File: src/rtl/down_counter_8b.sv
// Loadable down-counter/timer with one-shot or periodic reload and a
// registered one-cycle terminal-count pulse.
module down_counter_8b #(
  parameter int WIDTH = 8
) (
  input  logic             clk_i,
  input  logic             rst_i,
  input  logic             ld_i,
  input  logic             dec_i,
  input  logic             auto_i,
  input  logic [WIDTH-1:0] in_i,
  output logic [WIDTH-1:0] out_o,
  output logic             busy_o,
  output logic             tc_o,
  output logic             zero_o
);

  typedef enum logic {
    IDLE = 1'b0,
    RUN  = 1'b1
  } state_e;

  state_e           state_q, state_d;
  logic [WIDTH-1:0] count_q, count_d;
  logic [WIDTH-1:0] reload_q, reload_d;
  logic             tc_q, tc_d;

  localparam logic [WIDTH-1:0] ONE = {{(WIDTH-1){1'b0}}, 1'b1};

  // State register; reset overrides everything, including a pending tc.
  always_ff @(posedge clk_i) begin
    if (rst_i) begin
      state_q  <= IDLE;
      count_q  <= '0;
      reload_q <= '0;
      tc_q     <= 1'b0;
    end else begin
      state_q  <= state_d;
      count_q  <= count_d;
      reload_q <= reload_d;
      tc_q     <= tc_d;
    end
  end

  // Next state: load beats decrement; terminal step reloads or stops.
  always_comb begin
    state_d  = state_q;
    count_d  = count_q;
    reload_d = reload_q;
    tc_d     = 1'b0;
    if (ld_i) begin
      count_d  = in_i;
      reload_d = in_i;
      // Loading zero doubles as abort.
      state_d  = (in_i != '0) ? RUN : IDLE;
    end else if (state_q == RUN && dec_i) begin
      if (count_q == ONE) begin
        tc_d = 1'b1;
        if (auto_i) begin
          count_d = reload_q;
        end else begin
          count_d = '0;
          state_d = IDLE;
        end
      end else if (count_q > ONE) begin
        count_d = count_q - ONE;
      end
    end
  end

  assign out_o  = count_q;
  assign busy_o = (state_q == RUN);
  assign tc_o   = tc_q;
  assign zero_o = (count_q == '0);

endmodule

File: config.mk
export PLATFORM = sky130hd
export DESIGN_NAME = down_counter_8b
export DESIGN_NICKNAME = d
export VERILOG_FILES = /design/src/rtl/down_counter_8b.sv
export SDC_FILE = /design/constraint.sdc
export NUM_CORES = 1
export LEC_CHECK = 0
export ABC_AREA = 1
export CAP_MARGIN = 20
export CORE_MARGIN = 2
export CORE_UTILIZATION = 60
export CTS_CLUSTER_DIAMETER = 30
export DETAILED_ROUTE_END_ITERATION = 10
export DONT_BUFFER_PORTS = 1
export PLACE_DENSITY = 0.88
export RECOVER_POWER = 25
export SKIP_LAST_GASP = 1
export SYNTH_ARGS = -nofsm -noshare
export SYNTH_HDL_FRONTEND = slang
export SYNTH_SLANG_ARGS = --single-unit
File: constraint.sdc
create_clock -name clk_i -period 1.8 [get_ports clk_i]
set_clock_uncertainty 0.05 [all_clocks]
set_input_delay 0.36 -clock clk_i [delete_from_list [all_inputs] [get_ports clk_i]]
set_output_delay 0.36 -clock clk_i [all_outputs]
set_load 0.01 [all_outputs]
## Word level (Yosys, flattened, before mapping)

Cells that the tools add are included.

- Memory bits (writable): 0
- Logic and storage cells: 29
- Output and inout bits: 11
- Memories: 0
- Input port bits: 13
- Flip-flop bits (word level): 18
- Bits in read-only memories: 0
- Latch bits: 0

- Div/mod/pow operators: 0
- Magnitude comparators: 1
- Mux-type cells: 11
- Add/subtract/negate cells: 1
- Eq/ne operators: 2
- Shift operators: 0
- Bitwise gates (word level): 1
- Multiply operators: 0
- Reduce and logical (&&, ||, !) cells: 9

Operators with widths:

| operator | number |
|---|---|
| $mux W8 | 5 |
| $eq A8 B1 Y1 const B | 1 |
| $gt A8 B1 Y1 const B | 1 |
| $logic_not A8 Y1 | 1 |
| $reduce_bool A8 Y1 | 1 |
| $sub A8 B1 Y8 const B | 1 |
| $mux W1 | 6 |
| $reduce_bool A2 Y1 | 2 |
| $reduce_and A3 Y1 | 1 |
| $reduce_bool A3 Y1 | 1 |
| $reduce_or A3 Y1 | 1 |
| $ne A2 B2 Y1 const B | 1 |
| $reduce_and A2 Y1 | 1 |
| $logic_and A1 B1 Y1 | 1 |
| $not A1 Y1 | 1 |

## Logic depth before layout (Yosys ltp)

- Depth after elaboration: 5
- Mapped depth: 10
- Depth with buffers taken out: 10

## Worst setup path after synthesis

Ideal clock, no wire load.

- Kind: reg2reg
- From: register count_q[0], in the netlist out_o[0]
- To: register count_q[2], in the netlist out_o[2]
- Clock period less this slack: 1.509 ns
- Library setup time: 0.115 ns
- Cell stages (with the launch flop): 11
- Path buffers: 0
- Setup slack: 0.291 ns
- Data required time: 1.635 ns
- Arrival: 1.344 ns
- Cells stage by stage: dfxtp_1 > inv_1 > ha_1 > inv_1 > nor2_4 > nand3_1 > nand2_2 > nand2_2 > nand2_1 > nor2_1 > nor2_1

- Word-level cells in the longest chain between the ends: 5
- Elaborated cells between the ends (all ways): 9
- Classes of those cells: add/sub (1); order compare (1); eq/ne (1); mux (4); reduce/logical (2)

Ends and longest elaborated chain:

| what | line | RTL |
|---|---|---|
| start, declared | 24 | `logic [WIDTH-1:0] count_q, count_d;` |
| start signal, assigned | 39 | `count_q <= count_d;` |
| $sub A8 B1 Y8 | 66 | `count_d = count_q - ONE;` |
| $mux W8 | 65 | `end else if (count_q > ONE) begin` |
| $mux W8 | 57 | `if (count_q == ONE) begin` |
| $mux W8 | 56 | `end else if (state_q == RUN && dec_i) begin` |
| $mux W8 | 51 | `if (ld_i) begin` |

Parallel ways exist; a longest one is shown, timed or not. The select of a mux whose other input is x is not followed.
A chain may end at the register's enable or synchronous reset.

## Final worst setup path

- From: register count_q[2], in the netlist out_o[2]
- To: output port zero_o

- Word-level cells in the longest chain between the ends: 1

Ends and longest elaborated chain:

| what | line | RTL |
|---|---|---|
| $logic_not A8 Y1 | 74 | `assign zero_o = (count_q == '0);` |
| end, declared | 15 | `output logic zero_o` |

No other way between the ends.

==> results by group <==
Placed design
  – HPWL after detailed placement: 2040 µm
  – Final GP Congestion: 0.985
  – Placed cells: 204
  – IO Port Bufs: 0

Drt
  – 1st-pass router iterations: 4
  – Vias per Instance: 5.57
  – # DRC: 0
  – Wire per inst: 13.0 µm
  – DRC violation total after the first TritonRoute iteration: 45
  – Routed vias: 1152
  – Total Wirelength: 2680 µm
  – Post-route ant nets: 0

Global routing
  – Tot GR Track Use: 0.279
  – Vias in the first global route: 1093
  – Largest net degree at the start of global routing: 17
  – Initial antenna violation count: 0
  – GRT overflow: 0
  – First-pass GRT wire length: 4440 µm

Critical path
  – Worst setup SP type: flip-flop
  – RR Startpoint: out_o[1]$_SDFFE_PP0P_
  – Crit path max fanout: 5
  – WP data arrival: 1.25 ns
  – Crit-path cells: nor2_2 -> nand2_1 -> nor2_1
  – Critical Path Sink Type: output pin
  – Largest stage delay, worst path: 0.41 ns
  – RR Endpoint: out_o[1]$_SDFFE_PP0P_
  – R2R Setup Slk: 0.17 ns
  – R2R depth: 9
  – Data required time of the worst path: 1.39 ns
  – Critical Path End: zero_o
  – CP startpoint: out_o[2]$_SDFFE_PP0P_
  – Crit-path slowest cell: dfxtp_1
  – Critical Setup Path Class: reg2out

Yosys
  – Top post-synthesis cells by area: dfxtp_1, nand2_1, nor2_1, inv_1, nand3_1
  – Cell count after synthesis: 180
  – Syn. warnings: 0
  – EDFF count, synth: 0
  – Ys async rst share: 0
  – Area leader, netlist: dfxtp_1
  – Mapped Nets: 196
  – Mapped Area: 1140 µm²
  – Sequential area share after synthesis: 0.317
  – Post-synth top area share: 0.317
  – FF+latch count, synth: 18
  – Top cells by count, synth: nand2_1, nor2_1, inv_1
  – Most common cell in the synthesized netlist: nand2_1
  – Top_reg_cell synth: dfxtp_1
  – Netlist cell types: 25
  – Avg Inst Size Synth: 6.32 µm²

Timing
  – Final Hold Fails: 0
  – Relative slew slack: 0.686
  – RSZ-0062 raised after global routing: false
  – Max Slew Vio Count: 0
  – Final period utilization: 0.920
  – Slew @ Worst Pin: 0.470 ns
  – Hold slack: 0.0690 ns
  – Clock period minus worst slack: 1.66 ns
  – Count of endpoints failing setup in the final report: 0
  – FMAX: 604 MHz
  – Post-route setup TNS: 0 ns

Clock network
  – Clock Tree Buf Depth: 2
  – Register clock-pin slew on the reported worst setup and hold paths: 0.10 ns
  – CTS Root Cell: clkbuf_4
  – TritonCTS clock tree: built
  – CTS H-tree depth: 1
  – Num CTS Buffers: 3
  – Worst-Skew Late Latency: 0.30 ns
  – # clock sinks: 18

Cells and area
  – Fin cells: 207
  – Area Overhead vs Synth: 5.06%
  – Fin nets: 200
  – Fillers: 182
  – Ant. Diodes: 0
  – Layout cells sized above 1: 0.154

Power and ir drop
  – Tot Pwr: 0.967 mW
  – Leak Pwr: 0.552 nW
  – PD cells: 809 nW/µm²
  – Maximum vdd drop: 474 µV

Floorplan
  – Die Area: 2260 µm²
  – Core ar.: 1760 µm²
  – Row count: 15
  – Starting Density: 0.645
  – I/O pin count: 24
  – Chip Height: 47.5 µm
  – Die Wd: 47.5 µm

Min path
  – Hold crit path type: in2reg
  – Hold Path Stages: 1

Run
  – Max-cap violations: 0

Outcome
  – Result of the run: completed
## where the power goes
group          leakage, nW  switching [mW]  total (mW)  internal, mW
registers            0.149          0.0398       0.470         0.430
logic                0.389           0.186       0.292         0.106
clock network       0.0138           0.126       0.204        0.0780
total                0.552           0.352       0.967         0.615
## cell usage in the layout, fill, tap and decap left out, drive strengths merged
cell and instances:
nand2 53, a21oi 10, o21ai 9, o22ai 4, xnor2 1, ha 3
dfxtp 18, and2 1, nand3 15, inv 21, clkbuf 3, nand4 2
nor3 4, buf 3, xor2 1, nor2 34
## cells by family (layout without fill, tap and decap cells)
kind of cell | Yosys count | count (layout) | share of synthesized area
buf+inv | 25 | 27 | 0.0924
flops | 18 | 18 | 0.317
xor+xnor | 2 | 2 | 0.0154
compound gates | 23 | 23 | 0.122
fa+ha+maj | 3 | 3 | 0.0330
simple gates | 109 | 109 | 0.420
## state kept, by name (all words and copies together) (netlist names)
signal,count
tc_o,1
reload_q,8
busy_o,1
out_o,8
## timing repair
| item | CTS | global route |
|---|---|---|
| hold buffers | 0 | 0 |
| setup buffers | 0 | 0 |
| gates resized for setup | 0 | 4 |
| endpoints found under the setup margin | 0 | 5 |
## layer usage
layer / global-route usage / vias to the layer above / part of all wire
met4: 0.0919 / 0 / 0.013
met1: 0.356 / 516 / 0.43
li1: - / 579 / -
met2: 0.462 / 52 / 0.47
met3: 0.0679 / 5 / 0.092
met5: 0 / - / 0
## stage by stage
stage / instance area, µm² / util / worst slack, ns
finish: 1190 / 0.677 / 0.144
global route: 1190 / 0.677 / 0.0117
CTS: 1190 / 0.673 / 0.109
detailed placement: 1160 / 0.660 / 0.128
global placement: 1160 / 0.660 / 0.234
floorplan: 1140 / - / 0.291
## worst min path at each step
stage / start / endpoint / slack (ns)
6_report: rst_i / reload_q[3]$_SDFFE_PP0P_ / 0.07
5_1_grt: rst_i / reload_q[7]$_SDFFE_PP0P_ / 0.06
4_1_cts: rst_i / reload_q[3]$_SDFFE_PP0P_ / 0.07
3_5_place_dp: rst_i / reload_q[3]$_SDFFE_PP0P_ / 0.38
3_3_place_gp: rst_i / reload_q[6]$_SDFFE_PP0P_ / 0.38
2_1_floorplan: reload_q[2]$_SDFFE_PP0P_ / reload_q[2]$_SDFFE_PP0P_ / 0.39
## critical path, delay by kind of cell (launching register included)
kind	cells	cell delay (ns)
simple gates	3	0.54
flops	1	0.41
## area by class of cell
type / count / area (µm²) / area share
multi-input cells: 137 / 678 / 0.568
flip-flops and latches: 18 / 362 / 0.303
inverters: 21 / 78.8 / 0.0660
well taps: 25 / 31.3 / 0.0262
clock buffers: 3 / 22.5 / 0.0188
repair buffers: 3 / 22.5 / 0.0188
(Power assumes the default switching activity.)
